### config.mk
export PLATFORM = sky130hd
export DESIGN_NAME = veggie_field_engine_flat
export DESIGN_NICKNAME = d
export VERILOG_FILES = /design/src/rtl/veggie_field_engine_if.sv /design/src/rtl/veggie_field_engine.sv /design/src/flat_wrapper.sv
export SDC_FILE = /design/constraint.sdc
export NUM_CORES = 1
export LEC_CHECK = 0
export CORE_MARGIN = 2
export CORE_UTILIZATION = 55
export DETAILED_ROUTE_END_ITERATION = 7
export GPL_TIMING_DRIVEN = 0
export PLACE_DENSITY = 0.76
export SYNTH_ARGS = -nofsm -noshare
export SYNTH_HDL_FRONTEND = slang
export SYNTH_SLANG_ARGS = --single-unit
### constraint.sdc
create_clock -name pixel_clk_in -period 7.6 [get_ports pixel_clk_in]
set_clock_uncertainty 0.2 [all_clocks]
set_input_delay 0.76 -clock pixel_clk_in [delete_from_list [all_inputs] [get_ports pixel_clk_in]]
set_output_delay 0.76 -clock pixel_clk_in [all_outputs]
set_load 0.05 [all_outputs]
### src/rtl/veggie_field_engine_if.sv
// rtl/veggie_field_engine_if.sv - video timing, katana position and per-slot sprite bus of the veggie field engine
interface veggie_field_engine_if #(
  parameter int NUM_VEGGIES = 4
);
  logic [10:0]               hcount_in;
  logic [9:0]                vcount_in;
  logic [10:0]               katana_x;
  logic [9:0]                katana_y;
  logic [11*NUM_VEGGIES-1:0] veggie_x_out;
  logic [10*NUM_VEGGIES-1:0] veggie_y_out;
  logic [NUM_VEGGIES-1:0]    veggie_active_out;
  logic [NUM_VEGGIES-1:0]    veggie_split_out;
  logic [NUM_VEGGIES-1:0]    split_pulse_out;
  logic [15:0]               score_out;
  logic [7:0]                miss_out;

  modport master (
    output hcount_in, vcount_in, katana_x, katana_y,
    input  veggie_x_out, veggie_y_out, veggie_active_out, veggie_split_out,
    input  split_pulse_out, score_out, miss_out
  );

  modport slave (
    input  hcount_in, vcount_in, katana_x, katana_y,
    output veggie_x_out, veggie_y_out, veggie_active_out, veggie_split_out,
    output split_pulse_out, score_out, miss_out
  );
endinterface

### src/rtl/veggie_field_engine.sv
// rtl/veggie_field_engine.sv - per-frame physics, katana hit detection and scoring for NUM_VEGGIES slots
module veggie_field_engine #(
  parameter int          NUM_VEGGIES    = 4,
  parameter int          SCREEN_W       = 1024,
  parameter int          SCREEN_H       = 768,
  parameter int          VEG_W          = 64,
  parameter int          VEG_H          = 64,
  parameter int          GRAVITY        = 1,
  parameter int          LAUNCH_VY_MIN  = 12,
  parameter int          RESPAWN_FRAMES = 60,
  parameter logic [15:0] LFSR_SEED      = 16'hACE1
) (
  input  logic                 pixel_clk_in,
  input  logic                 rst_in,
  veggie_field_engine_if.slave bus
);

  localparam int                X_MAX       = SCREEN_W - VEG_W;
  localparam int                Y_LAUNCH    = SCREEN_H - VEG_H;
  localparam logic signed [11:0] X_MAX_S    = 12'(X_MAX);
  localparam logic signed [11:0] Y_EXIT_S   = 12'(Y_LAUNCH);
  localparam logic signed [7:0]  GRAV_S     = 8'(GRAVITY);
  localparam logic signed [7:0]  VY_SAT_LIM = 8'(127 - GRAVITY);
  localparam logic [15:0]        RESPAWN_CNT = 16'(RESPAWN_FRAMES);

  typedef enum logic [1:0] {
    S_IDLE,
    S_FLYING,
    S_SPLIT
  } slot_state_e;

  slot_state_e        state_q [NUM_VEGGIES];
  slot_state_e        state_d [NUM_VEGGIES];
  logic [15:0]        cnt_q   [NUM_VEGGIES];
  logic [15:0]        cnt_d   [NUM_VEGGIES];
  logic [10:0]        x_q     [NUM_VEGGIES];
  logic [10:0]        x_d     [NUM_VEGGIES];
  logic [9:0]         y_q     [NUM_VEGGIES];
  logic [9:0]         y_d     [NUM_VEGGIES];
  logic signed [3:0]  vx_q    [NUM_VEGGIES];
  logic signed [3:0]  vx_d    [NUM_VEGGIES];
  logic signed [7:0]  vy_q    [NUM_VEGGIES];
  logic signed [7:0]  vy_d    [NUM_VEGGIES];

  logic [15:0]            lfsr_q, lfsr_d;
  logic [15:0]            score_q, score_d;
  logic [7:0]             miss_q, miss_d;
  logic [NUM_VEGGIES-1:0] pulse_q, pulse_d;

  logic                   frame_done;
  logic signed [11:0]     nx, ny;
  logic signed [3:0]      nvx;
  logic signed [7:0]      nvy;
  logic                   hit, exit_now;
  logic [9:0]             rl;
  logic [3:0]             hit_cnt, miss_cnt;
  logic [16:0]            score_sum;
  logic [8:0]             miss_sum;

  assign frame_done = (bus.hcount_in == 11'(SCREEN_W)) && (bus.vcount_in == 10'(SCREEN_H));

  // Each slot sees the shared LFSR rotated right by 3*slot so simultaneous launches differ.
  function automatic logic [9:0] slot_lfsr(input logic [15:0] l, input int slot);
    logic [31:0] dbl;
    int          s;
    s   = (3 * slot) % 16;
    dbl = {l, l};
    return 10'(dbl >> s);
  endfunction

  always_comb begin
    lfsr_d   = lfsr_q;
    pulse_d  = '0;
    hit_cnt  = '0;
    miss_cnt = '0;
    nx       = '0;
    ny       = '0;
    nvx      = '0;
    nvy      = '0;
    hit      = 1'b0;
    exit_now = 1'b0;
    rl       = '0;
    for (int i = 0; i < NUM_VEGGIES; i++) begin
      state_d[i] = state_q[i];
      cnt_d[i]   = cnt_q[i];
      x_d[i]     = x_q[i];
      y_d[i]     = y_q[i];
      vx_d[i]    = vx_q[i];
      vy_d[i]    = vy_q[i];

      rl  = slot_lfsr(lfsr_q, i);
      nx  = $signed({1'b0, x_q[i]}) + 12'(vx_q[i]);
      nvx = vx_q[i];
      if (nx < 12'sd0) begin
        nx  = '0;
        nvx = -vx_q[i];
      end else if (nx > X_MAX_S) begin
        nx  = X_MAX_S;
        nvx = -vx_q[i];
      end
      ny  = $signed({2'b0, y_q[i]}) + 12'(vy_q[i]);
      nvy = vy_q[i];
      if (ny < 12'sd0) begin
        ny  = '0;
        nvy = '0;
      end
      nvy      = (nvy > VY_SAT_LIM) ? 8'sd127 : nvy + GRAV_S;
      exit_now = (ny >= Y_EXIT_S) && (nvy > 8'sd0);

      // Hit test uses the coordinates on screen this frame, before the motion update.
      hit = (state_q[i] == S_FLYING)
         && ({1'b0, bus.katana_x} >= {1'b0, x_q[i]})
         && ({1'b0, bus.katana_x} <  {1'b0, x_q[i]} + 12'(VEG_W))
         && ({1'b0, bus.katana_y} >= {1'b0, y_q[i]})
         && ({1'b0, bus.katana_y} <  {1'b0, y_q[i]} + 11'(VEG_H));

      if (frame_done) begin
        case (state_q[i])
          S_IDLE: begin
            if (cnt_q[i] <= 16'd1) begin
              state_d[i] = S_FLYING;
              cnt_d[i]   = '0;
              x_d[i]     = 11'(32'(rl) % X_MAX);
              y_d[i]     = 10'(Y_LAUNCH);
              vy_d[i]    = -(8'(LAUNCH_VY_MIN) + {4'b0, rl[3:0]});
              vx_d[i]    = 4'({1'b0, rl[6:4]}) - 4'd3;
            end else begin
              cnt_d[i] = cnt_q[i] - 16'd1;
            end
          end
          S_FLYING, S_SPLIT: begin
            x_d[i]  = 11'(nx);
            y_d[i]  = 10'(ny);
            vx_d[i] = nvx;
            vy_d[i] = nvy;
            if (hit) begin
              pulse_d[i] = 1'b1;
              hit_cnt    = hit_cnt + 4'd1;
              if (exit_now) begin
                state_d[i] = S_IDLE;
                cnt_d[i]   = RESPAWN_CNT;
              end else begin
                state_d[i] = S_SPLIT;
                vx_d[i]    = '0;
              end
            end else if (exit_now) begin
              if (state_q[i] == S_FLYING) begin
                miss_cnt = miss_cnt + 4'd1;
              end
              state_d[i] = S_IDLE;
              cnt_d[i]   = RESPAWN_CNT;
            end
          end
          default: state_d[i] = S_IDLE;
        endcase
      end
    end

    if (frame_done) begin
      lfsr_d = {lfsr_q[14:0], lfsr_q[15] ^ lfsr_q[13] ^ lfsr_q[12] ^ lfsr_q[10]};
    end
    score_sum = {1'b0, score_q} + 17'(hit_cnt);
    score_d   = score_sum[16] ? 16'hFFFF : score_sum[15:0];
    miss_sum  = {1'b0, miss_q} + 9'(miss_cnt);
    miss_d    = miss_sum[8] ? 8'hFF : miss_sum[7:0];
  end

  always_ff @(posedge pixel_clk_in) begin
    if (rst_in) begin
      lfsr_q  <= LFSR_SEED;
      score_q <= '0;
      miss_q  <= '0;
      pulse_q <= '0;
      for (int i = 0; i < NUM_VEGGIES; i++) begin
        state_q[i] <= S_IDLE;
        cnt_q[i]   <= 16'(RESPAWN_FRAMES * (i + 1));
        x_q[i]     <= '0;
        y_q[i]     <= '0;
        vx_q[i]    <= '0;
        vy_q[i]    <= '0;
      end
    end else begin
      lfsr_q  <= lfsr_d;
      score_q <= score_d;
      miss_q  <= miss_d;
      pulse_q <= pulse_d;
      for (int i = 0; i < NUM_VEGGIES; i++) begin
        state_q[i] <= state_d[i];
        cnt_q[i]   <= cnt_d[i];
        x_q[i]     <= x_d[i];
        y_q[i]     <= y_d[i];
        vx_q[i]    <= vx_d[i];
        vy_q[i]    <= vy_d[i];
      end
    end
  end

  always_comb begin
    bus.veggie_x_out      = '0;
    bus.veggie_y_out      = '0;
    bus.veggie_active_out = '0;
    bus.veggie_split_out  = '0;
    for (int i = 0; i < NUM_VEGGIES; i++) begin
      bus.veggie_x_out[11*i +: 11] = x_q[i];
      bus.veggie_y_out[10*i +: 10] = y_q[i];
      bus.veggie_active_out[i]     = (state_q[i] != S_IDLE);
      bus.veggie_split_out[i]      = (state_q[i] == S_SPLIT);
    end
  end

  assign bus.split_pulse_out = pulse_q;
  assign bus.score_out       = score_q;
  assign bus.miss_out        = miss_q;

endmodule

### src/flat_wrapper.sv
// flat-port wrapper written by rule: the top's interface ports become plain ports
module veggie_field_engine_flat 
#(
  parameter int          NUM_VEGGIES    = 4,
  parameter int          SCREEN_W       = 1024,
  parameter int          SCREEN_H       = 768,
  parameter int          VEG_W          = 64,
  parameter int          VEG_H          = 64,
  parameter int          GRAVITY        = 1,
  parameter int          LAUNCH_VY_MIN  = 12,
  parameter int          RESPAWN_FRAMES = 60,
  parameter logic [15:0] LFSR_SEED      = 16'hACE1
)
  (pixel_clk_in, rst_in, bus_hcount_in, bus_vcount_in, bus_katana_x, bus_katana_y, bus_veggie_x_out, bus_veggie_y_out, bus_veggie_active_out, bus_veggie_split_out, bus_split_pulse_out, bus_score_out, bus_miss_out);
  veggie_field_engine_if #(.NUM_VEGGIES(NUM_VEGGIES)) bus_i ();
  input  logic pixel_clk_in;
  input  logic rst_in;
  input wire logic [$bits(bus_i.hcount_in)-1:0] bus_hcount_in;
  input wire logic [$bits(bus_i.vcount_in)-1:0] bus_vcount_in;
  input wire logic [$bits(bus_i.katana_x)-1:0] bus_katana_x;
  input wire logic [$bits(bus_i.katana_y)-1:0] bus_katana_y;
  output wire logic [$bits(bus_i.veggie_x_out)-1:0] bus_veggie_x_out;
  output wire logic [$bits(bus_i.veggie_y_out)-1:0] bus_veggie_y_out;
  output wire logic [$bits(bus_i.veggie_active_out)-1:0] bus_veggie_active_out;
  output wire logic [$bits(bus_i.veggie_split_out)-1:0] bus_veggie_split_out;
  output wire logic [$bits(bus_i.split_pulse_out)-1:0] bus_split_pulse_out;
  output wire logic [$bits(bus_i.score_out)-1:0] bus_score_out;
  output wire logic [$bits(bus_i.miss_out)-1:0] bus_miss_out;
  assign bus_i.hcount_in = bus_hcount_in;
  assign bus_i.vcount_in = bus_vcount_in;
  assign bus_i.katana_x = bus_katana_x;
  assign bus_i.katana_y = bus_katana_y;
  assign bus_veggie_x_out = bus_i.veggie_x_out;
  assign bus_veggie_y_out = bus_i.veggie_y_out;
  assign bus_veggie_active_out = bus_i.veggie_active_out;
  assign bus_veggie_split_out = bus_i.veggie_split_out;
  assign bus_split_pulse_out = bus_i.split_pulse_out;
  assign bus_score_out = bus_i.score_out;
  assign bus_miss_out = bus_i.miss_out;
  veggie_field_engine #(.NUM_VEGGIES(NUM_VEGGIES), .SCREEN_W(SCREEN_W), .SCREEN_H(SCREEN_H), .VEG_W(VEG_W), .VEG_H(VEG_H), .GRAVITY(GRAVITY), .LAUNCH_VY_MIN(LAUNCH_VY_MIN), .RESPAWN_FRAMES(RESPAWN_FRAMES), .LFSR_SEED(LFSR_SEED)) u_core (.pixel_clk_in(pixel_clk_in), .rst_in(rst_in), .bus(bus_i));
endmodule
==> out/qor.yml <==
final_layout:
  drive_gt1_share_pct: 4.50
  area_growth_pct: 15.8
  fin_area_um2: 25100
  nNetsFinal: 3324
  nFillCells: 3351
  antennaDiodeCount: 0
timing:
  min_period_over_period_pct: 95.8
  holdWs_ns: 0.264
  tightest_slew_ns: 1.35
  fin_crit_ns: 7.28
  tns_ns: 0
  max_freq_mhz: 137
  final_max_slew_viol_count: 0
  fin_ws_ns: 0.317
  slew-limit-headroom_pct: 10.0
  hold_viol_final: 0
  setup_viol: 0
setup_path:
  end_kind: "flip-flop"
  reg2reg_from: "u_core.y_q[1][6]"
  cp_max_fo: 10
  critPathLaunchType: "input port"
  r2r_cells: 31
  critPathKind: "input port to flip-flop"
  regToRegSetupSlack_ns: 0.32
  arrival_ns: 7.52
  worstPathRequired_ns: 7.84
  r2r_end: "u_core.bus.miss_out[6]"
placement:
  place_area_um2: 23900
  port-buffer-count: 162
  dp_hpwl_um: 55800
  gp_congestion: 0.956
  pre_cts_slack_ns: -0.610
synth:
  ys_async_sr_fraction_pct: 0
  syn-instance-count: 2761
  yosysUniqueCellTypes: 90
  syn_nets: 3125
  synth-compound-area-share_pct: 24.6
  synth_top_family_by_area: "compound AO/OA/AOI/OAI gates"
  synth_mux_area_share_pct: 1.24
  synth_xor_xnor_area_share_pct: 6.30
  synth_warnings: 0
  synth_top_cell_area_share_pct: 22.9
  ys_seq_area_share_pct: 22.9
  synth_common_cells: "ha_1, dfxtp_1, a21oi_1, nor2_1, inv_1"
  ys_ff_latch: 248
  yosys_most_used_dff: "dfxtp_1"
  synth-edff-count: 0
  synth_area_um2: 21700
  yosysTopAreaCell: "dfxtp_1"
  synth-simple-area-share_pct: 20.8
  synth.most_common_cell: "ha_1"
  postSynthAreaPerCell_um2: 7.85
  ys_top_cells_by_area: "dfxtp_1, ha_1, a21oi_1"
  yosys.area_share.adder_pct: 18.8
floorplanning:
  die_h_um: 203
  num_rows: 72
  io_pins: 164
  die_area_um2: 41000
  die-width_um: 203
  initial_utilization_pct: 56.0
  fp.coreArea_um2: 38700
global_route:
  antenna_found_initial: 2
  grt_usage_pct: 34.3
  grt_max_degree: 16
  grt-ovfl-total: 0
  grt_first_pass_wirelength_um: 113000
  grt_pass1_vias: 20700
routing:
  route.detailed.drc: 0
  antenna_left: 0
  num_vias: 22300
  wl_per_cell_um: 20.9
  wirelength_um: 73000
  firstDrtPassIters: 7
  drtIter0Drc: 2023
  vias_per_cell: 6.38
cts:
  cts_made_buffers: 30
  cts.sinks: 248
  clockBufferDepth: 3
  path_clk_slew_ns: 0.06
  clock-root-buffer: "clkbuf_16"
  cts_tree: "done"
  clock_latency_ns: 0.58
  htreeDepth: 1
  cts_hold_buf: 0
status:
  status: "finished clean"
min_path:
  whs_path_depth: 2
  min_to: "u_core.cnt_q[1][6]"
  hp-class: "flip-flop to flip-flop"
  min_from: "u_core.cnt_q[1][6]"
power_and_ir_drop:
  powerDensity_nw_per_um2: 118
  ir_worst_vdd_mv: 0.182
  power_leakage_nw: 10.1
run:
  drv_cap: 0
report_power, final:
part	internal, mW	switching, mW	leakage [nW]
clock network	0.875	0.598	0.499
logic	0.0641	0.118	7.57
registers	1.30	0.000000269	2.00
total	2.24	0.716	10.1
metal layers:
| layer | vias to the layer above | share of wire, % | global-route usage [%] | wire (µm) |
|---|---|---|---|---|
| met4 | 4 | 4.7 | 14.6 | 3460 |
| met3 | 172 | 8.3 | 4.32 | 6040 |
| met1 | 10600 | 43 | 46.5 | 31500 |
| met5 | - | 0.029 | 0 | 21 |
| li1 | 10600 | - | - | - |
| met2 | 980 | 44 | 54.9 | 32000 |
worst max-delay path by stage:
stage	from	end	slack, ns	depth (start not counted)
finish	bus_katana_x[9]	u_core.bus.score_out[13]	0.32	26
global route	u_core.y_q[1][1]	u_core.bus.miss_out[5]	-0.04	32
CTS	u_core.vy_q[0][4]	u_core.bus.miss_out[6]	0.04	31
detailed placement	u_core.vy_q[0][4]	u_core.bus.miss_out[7]	-0.61	33
global placement	u_core.vy_q[0][4]	u_core.bus.miss_out[7]	-0.45	33
floorplan	u_core.y_q[0][4]	u_core.bus.miss_out[6]	0.42	32
flip-flops by register name (all words and copies together), names as in the netlist:
register                    count
u_core.bus.miss_out             8
u_core.x_q                     44
u_core.y_q                     40
u_core.lfsr_q                  16
u_core.bus.score_out           16
u_core.vy_q                    32
u_core.state_q                  8
u_core.cnt_q                   64
u_core.vx_q                    16
u_core.bus.split_pulse_out      4
layout by cell type, fill, tap and decap left out, types with 33 or more instances in the layout:
master,count
nand2_1,193
ha_1,306
clkdlybuf4s50_1,161
a211oi_1,65
inv_1,194
o21ai_0,131
a21oi_1,231
nor2b_1,36
a31oi_1,34
nor4_1,34
clkbuf_1,104
xnor2_1,100
a21o_1,46
nor3_1,77
and3_1,36
xor2_1,56
nor2_1,220
nand3_1,124
a221oi_1,33
dfxtp_1,243
o211ai_1,40
or3_1,33
logic make-up after synthesis:
logic type | count (synthesis)
compound gates | 807
fa+ha+maj | 320
mux | 26
flops | 248
xor+xnor | 156
simple gates | 899
buf+inv | 305
worst max-delay path, stage by stage:
cell and delay, ns:
clkdlybuf4s50_1 0.79, ha_1 0.50, o211ai_1 0.10, a221oi_1 0.45, o2111ai_1 0.27, nor4_2 0.52, and3_1 0.33, ha_1 0.26
nand2_1 0.06, o21ai_0 0.15, and2_1 0.22, ha_1 0.28, mux2i_1 0.21, nor2_1 0.09, ha_1 0.31, inv_1 0.05
a21oi_1 0.13, fa_1 0.46, a21o_1 0.18, a21oi_1 0.22, nor2b_1 0.10, nand3_1 0.24, nor2_1 0.10, nand3_1 0.19
clkbuf_1 0.39, a21oi_1 0.12
what timing repair did:
item | CTS | global route
endpoints found under the setup margin | 8 | 18
gates cloned | 0 | 0
pin swaps | 0 | 4
setup buffers | 1 | 5
gates resized for setup | 6 | 30
per-stage QoR:
step                      utilization (%)  instances  power, mW
final                                64.8       3499       2.95
after global routing                 64.8       3499       3.03
after CTS                            64.5       3495       2.95
after detailed placement             61.8       3441       1.51
after global placement               61.8       3441       1.50
after floorplan                         -       2761       1.42
final cells by class:
cell class / count / area (µm²) / area share, %
Clock buffer: 44 / 893 / 3.56
Clock inverter: 9 / 110 / 0.438
Inverter: 195 / 732 / 2.91
Multi-Input combinational cell: 2208 / 15700 / 62.4
Tap cell: 518 / 648 / 2.58
Timing Repair Buffer: 168 / 1670 / 6.65
Sequential cell: 248 / 4970 / 19.8
Buffer: 109 / 427 / 1.70
(Power assumes the default switching activity.)
